<file path="config.mk">
export PLATFORM = sky130hd
export DESIGN_NAME = pipelined_avg_tree
export DESIGN_NICKNAME = d
export VERILOG_FILES = /design/src/rtl/pipelined_avg_tree.sv
export SDC_FILE = /design/constraint.sdc
export NUM_CORES = 1
export LEC_CHECK = 0
export BUFFER_PORTS_ARGS = -buffer_cell sky130_fd_sc_hd__clkbuf_2
export CORE_ASPECT_RATIO = 1.25
export CORE_MARGIN = 10
export CORE_UTILIZATION = 55
export CTS_CLUSTER_SIZE = 28
export DETAILED_ROUTE_END_ITERATION = 6
export GPL_TIMING_DRIVEN = 1
export PLACE_DENSITY = 0.82
export SYNTH_ARGS = -nofsm -noshare
export SYNTH_HDL_FRONTEND = slang
export SYNTH_SLANG_ARGS = --single-unit
</file>
<file path="constraint.sdc">
create_clock -name Clk -period 16 [get_ports Clk]
set_clock_uncertainty 0.2 [all_clocks]
set_input_delay 4 -clock Clk [delete_from_list [all_inputs] [get_ports Clk]]
set_output_delay 4 -clock Clk [all_outputs]
set_load 0.1 [all_outputs]
</file>
<file path="src/rtl/pipelined_avg_tree.sv">
// ---------------------------------------------------------------------------
// pipelined_avg_tree
//   Streaming signed averager. NCH signed channels are summed through a
//   registered binary adder tree (one level per stage). The sum is then
//   arithmetically shifted right by a per-vector amount, with optional
//   round-half-up, and saturated to DATAW bits.
//   The whole pipeline advances together under valid/ready flow control.
//   Latency is LOGN+2 clock edges, counting the edge that accepts the vector.
//
// Ports
//   Clk        clock, rising edge
//   Rst        asynchronous active-low reset (clears valids and avg/ovf)
//   in_valid   input vector valid
//   in_ready   block can accept a vector this cycle (combinational)
//   in_data    NCH x DATAW signed channels, channel k at [k*DATAW +: DATAW]
//   sa         unsigned right-shift amount, travels with its vector
//   rnd        1 = round half up, 0 = floor, travels with its vector
//   out_valid  avg/ovf hold a result
//   out_ready  consumer accepts the result
//   avg        signed averaged result
//   ovf        result was saturated
// ---------------------------------------------------------------------------
module pipelined_avg_tree #(
  parameter int DATAW = 16,
  parameter int NCH   = 8,
  parameter int SAW   = 8
) (
  input  logic                    Clk,
  input  logic                    Rst,
  input  logic                    in_valid,
  output logic                    in_ready,
  input  logic [NCH*DATAW-1:0]    in_data,
  input  logic [SAW-1:0]          sa,
  input  logic                    rnd,
  output logic                    out_valid,
  input  logic                    out_ready,
  output logic signed [DATAW-1:0] avg,
  output logic                    ovf
);

  localparam int LOGN = $clog2(NCH);
  // One bit above the exact-sum width so the rounding term can never overflow.
  localparam int ACCW = DATAW + LOGN + 1;

  if (NCH < 2 || NCH > 32 || (1 << LOGN) != NCH) begin : g_bad_nch
    $fatal(1, "pipelined_avg_tree: NCH must be a power of two in 2..32");
  end

  // Arithmetic right shift with optional round-half-up. Shifts of ACCW or
  // more collapse to sign fill and ignore the rounding request.
  function automatic logic signed [ACCW-1:0] shift_round(
    input logic signed [ACCW-1:0] s,
    input logic [SAW-1:0]         amt,
    input logic                   r
  );
    logic signed [ACCW-1:0] t;
    t = s;
    if (int'(amt) >= ACCW) return {ACCW{s[ACCW-1]}};
    if (r && amt != '0) t = s + $signed(ACCW'(1) << (amt - SAW'(1)));
    return t >>> amt;
  endfunction

  // Returns {ovf, value} clamped to the signed DATAW range.
  function automatic logic [DATAW:0] saturate(input logic signed [ACCW-1:0] v);
    logic signed [ACCW-1:0] vmax;
    logic signed [ACCW-1:0] vmin;
    vmax = $signed({{(LOGN+2){1'b0}}, {(DATAW-1){1'b1}}});
    vmin = $signed({{(LOGN+2){1'b1}}, {(DATAW-1){1'b0}}});
    if (v > vmax) return {1'b1, 1'b0, {(DATAW-1){1'b1}}};
    if (v < vmin) return {1'b1, 1'b1, {(DATAW-1){1'b0}}};
    return {1'b0, v[DATAW-1:0]};
  endfunction

  // The pipeline moves only when the output slot is empty or being drained.
  logic advance;
  assign advance  = ~out_valid | out_ready;
  assign in_ready = advance;

  // ---- S0: capture and sign-extend the input vector ----
  logic signed [ACCW-1:0] sum_p0 [NCH];
  logic [SAW-1:0]         sa_p0;
  logic                   rnd_p0;
  logic                   vld_p0;

  always_ff @(posedge Clk or negedge Rst) begin
    if (!Rst) vld_p0 <= 1'b0;
    else if (advance) vld_p0 <= in_valid;
  end

  always_ff @(posedge Clk) begin
    if (advance) begin
      for (int k = 0; k < NCH; k++)
        sum_p0[k] <= ACCW'($signed(in_data[k*DATAW +: DATAW]));
      sa_p0  <= sa;
      rnd_p0 <= rnd;
    end
  end

  // ---- S1..SLOGN: one adder-tree level per stage ----
  for (genvar l = 1; l <= LOGN; l++) begin : g_lvl
    localparam int N = NCH >> l;

    logic signed [ACCW-1:0] prv [2*N];
    logic [SAW-1:0]         prv_sa;
    logic                   prv_rnd;
    logic                   prv_vld;

    logic signed [ACCW-1:0] sum_pn [N];
    logic [SAW-1:0]         sa_pn;
    logic                   rnd_pn;
    logic                   vld_pn;

    if (l == 1) begin : g_from_p0
      assign prv     = sum_p0;
      assign prv_sa  = sa_p0;
      assign prv_rnd = rnd_p0;
      assign prv_vld = vld_p0;
    end else begin : g_from_prev
      assign prv     = g_lvl[l-1].sum_pn;
      assign prv_sa  = g_lvl[l-1].sa_pn;
      assign prv_rnd = g_lvl[l-1].rnd_pn;
      assign prv_vld = g_lvl[l-1].vld_pn;
    end

    always_ff @(posedge Clk or negedge Rst) begin
      if (!Rst) vld_pn <= 1'b0;
      else if (advance) vld_pn <= prv_vld;
    end

    always_ff @(posedge Clk) begin
      if (advance) begin
        for (int i = 0; i < N; i++)
          sum_pn[i] <= prv[2*i] + prv[2*i+1];
        sa_pn  <= prv_sa;
        rnd_pn <= prv_rnd;
      end
    end
  end

  // ---- SF: shift, round, saturate and register the result ----
  logic signed [ACCW-1:0] shr_pf;
  logic [DATAW:0]         sat_pf;

  assign shr_pf = shift_round(g_lvl[LOGN].sum_pn[0], g_lvl[LOGN].sa_pn,
                              g_lvl[LOGN].rnd_pn);
  assign sat_pf = saturate(shr_pf);

  // Bubbles clear out_valid but leave the last result on avg/ovf.
  always_ff @(posedge Clk or negedge Rst) begin
    if (!Rst) begin
      out_valid <= 1'b0;
      avg       <= '0;
      ovf       <= 1'b0;
    end else if (advance) begin
      out_valid <= g_lvl[LOGN].vld_pn;
      if (g_lvl[LOGN].vld_pn) begin
        ovf <= sat_pf[DATAW];
        avg <= $signed(sat_pf[DATAW-1:0]);
      end
    end
  end

endmodule

</file>
==> reports/qor.yml <==
final.fill_count: 2457
yosysWarnings: 0
start_util: 0.557
crit_fanout: 55
globalplace.congestion: 0.908
path_class: "primary input to output port"
slowest_stage: "clkbuf_2"
wirelength_mm: 37.7
ctsResizeCount: 0
regArea_um2: 9320
gr-usage-all-layers: 0.186
worstPathArrival_ns: 5.31
drive_above_1_share: 0.160
crit_chain: "clkbuf_2 > nand2b_4 > clkbuf_2"
htree_levels: 1
power_mw: 4.45
critPathMostFrequentCell: "clkbuf_2"
avgSynthCellArea_um2: 11.6
nets: 1968
portBuffers: 159
worstMarginPinSlew_ns: 1.09
cts_hold_buffers: 0
post-route-period-util: 0.594
critPathRequiredTime_ns: 11.80
drv_cap: 0
vias_per_cell: 5.83
setup_viol: 0
ys_dominant_reg_cell: "edfxtp_1"
ys_seq_area_frac: 0.526
relSlewSlack: 0.272
status: "finished clean"
num_antenna_cells: 0
drc: 0
detailedPlace.worstSlack_ns: 6.50
layout_min_cycle_time_ns: 9.51
cts_made_buffers: 31
ys_ff_latch: 314
antenna_found_initial: 0
clock_latency_ns: 0.56
cts_setup_buffers: 0
clkTransAtPathRegs_ns: 0.06
final_common_cell: "edfxtp_1"
synth-edff-count: 292
wl_per_cell_um: 17.8
ios: 160
clk_path_buf_depth: 3
synthCells: 1521
ir_drop_uv: 175
dp_hpwl_mm: 28.3
vias: 12300
hold_viol_final: 0
first_pass_iters: 5
slew_violations: 0
grt_pass1_vias: 12900
die_area_um2: 39800
clock-sinks: 314
die_h_um: 221
postSynth.asyncResetShare: 0.0701
netlist_area_um2: 17700
p_leak_nw: 7.96
synthDistinctLibCells: 85
power_density_nw_per_um2: 222
max_freq_ghz: 0.105
start_kind: "primary input"
cts_tree: "yes"
grt_overflow: 0
min-delay-path-class: "flip-flop to flip-flop"
die_w_um: 181
cts_root_buffer: "clkbuf_16"
ant_nets: 0
rsz0062_at_grt: "false"
multi_input_area_um2: 7940
first_iter_violations: 827
grt_max_degree: 93
fin_ws_ns: 6.49
grt_pass1_wl_mm: 62.1
cp-end-kind: "output port"
slowest_delay_ns: 0.59
mostFrequentLayoutCells: "edfxtp_1, clkbuf_2, nor2_1"
final.setup.tns_ns: 0
row_count: 73
core_area_um2: 31800
syn_nets: 1808
area_delta_synth_final_pct: 13.0
path summary, 6_finish.rpt:
| kind | startpoint | end | slack (ns) | cells after the start |
|---|---|---|---|---|
| worst max-delay path | out_ready | in_ready | 6.49 | 3 |
| worst min-delay path | g_lvl[2].sa_pn[2] | g_lvl[3].sa_pn[2] | 0.22 | 0 |
| worst max register to register | g_lvl[3].sa_pn[1] | avg[12] | 8.59 | 19 |
| worst min register to register | g_lvl[2].sa_pn[2] | g_lvl[3].sa_pn[2] | 0.22 | 0 |
| max in group asynchronous | Rst | avg[0] | 12.04 | 1 |
| min in group asynchronous | Rst | avg[4] | 3.20 | 1 |
where the power goes:
group	internal, mW	leakage [nW]	switching, mW	total, mW
Clock	0.453	0.511	0.310	0.763
Combinational	0.837	4.26	1.35	2.18
Sequential	1.37	3.19	0.136	1.50
stage by stage:
| stage | hold slack (ns) | area, um^2 | std cells | utilization |
|---|---|---|---|---|
| after global placement | 0.203 | 18900 | 2060 | 0.596 |
| after CTS | 0.220 | 20000 | 2117 | 0.630 |
| after floorplan | 0.200 | 17700 | 1521 | - |
| after global routing | 0.221 | 20000 | 2117 | 0.630 |
| after detailed placement | 0.205 | 18900 | 2060 | 0.596 |
| final | 0.218 | 20000 | 2117 | 0.630 |
cell type report:
cell class / instances / area share
Sequential cell: 314 / 0.466
Clock inverter: 25 / 0.0151
Inverter: 81 / 0.0152
Tap cell: 412 / 0.0258
Timing Repair Buffer: 167 / 0.0428
Clock buffer: 32 / 0.0389
Multi-Input combinational cell: 1086 / 0.397
layer usage:
metal / track usage / vias to the layer above / share of wire / wire length [um]
met3: 0.0289 / 75 / 0.046 / 1720
met2: 0.357 / 344 / 0.54 / 20200
met1: 0.203 / 5854 / 0.38 / 14500
met5: 0 / - / 0 / 0
met4: 0.0723 / 0 / 0.034 / 1280
li1: - / 6066 / - / -
Yosys cell counts (6+ instances only):
| cell | number | share of area |
|---|---|---|
| o211ai_1 | 13 | 0.0055 |
| xor2_1 | 10 | 0.0049 |
| nor2_1 | 151 | 0.032 |
| clkbuf_1 | 25 | 0.0053 |
| a31oi_1 | 9 | 0.0032 |
| nand2b_1 | 22 | 0.0078 |
| edfxtp_1 | 292 | 0.49 |
| mux2i_1 | 9 | 0.0051 |
| a211oi_2 | 11 | 0.0078 |
| nor3_1 | 43 | 0.012 |
| nand2_1 | 81 | 0.017 |
| mux4_2 | 7 | 0.0089 |
| o21a_1 | 14 | 0.0059 |
| a21boi_0 | 20 | 0.0085 |
| ha_1 | 138 | 0.097 |
| and2_1 | 14 | 0.0049 |
| a311oi_1 | 13 | 0.0064 |
| o31a_1 | 10 | 0.0049 |
| xnor2_1 | 87 | 0.043 |
| a211oi_1 | 16 | 0.0068 |
| a21o_1 | 20 | 0.0085 |
| inv_1 | 79 | 0.017 |
| mux2_2 | 12 | 0.0076 |
| o22ai_1 | 7 | 0.0025 |
| a21oi_1 | 84 | 0.024 |
| o21bai_1 | 7 | 0.0030 |
| or3_1 | 21 | 0.0074 |
| fa_1 | 8 | 0.0090 |
| buf_1 | 8 | 0.0017 |
| o21ai_0 | 83 | 0.023 |
| and3_1 | 10 | 0.0035 |
| nand3b_1 | 6 | 0.0025 |
| a31o_2 | 6 | 0.0030 |
| nor2b_1 | 14 | 0.0049 |
| nand3_1 | 38 | 0.011 |
| o2111ai_1 | 9 | 0.0044 |
| o211a_1 | 6 | 0.0034 |
| dfrtp_1 | 22 | 0.031 |
kinds of logic (layout without fill, tap and decap cells):
logic type	Yosys count	in the layout	share of synthesized area
XOR/XNOR	98	98	0.0495
AO/OA/AOI/OAI	385	385	0.152
buffers and inverters	121	305	0.0268
flip-flops	314	314	0.526
AND/OR/NAND/NOR	426	426	0.114
multiplexers	31	31	0.0246
adder cells (fa/ha/maj)	146	146	0.106
flip-flops by register name, indices dropped and copies added, names as in the netlist:
signal	flops
g_lvl.prv_vld	1
g_lvl.prv	128
g_lvl.prv_sa	8
g_lvl.rnd_pn	3
g_lvl.sum_pn	128
avg	16
g_lvl.vld_pn	3
g_lvl.sa_pn	24
out_valid	1
ovf	1
g_lvl.prv_rnd	1
critical path, delay by kind of cell:
kind	cells	cell delay (ns)
buffers and inverters	2	0.67
AND/OR/NAND/NOR	1	0.58
Power figures use the tool's default switching activity.
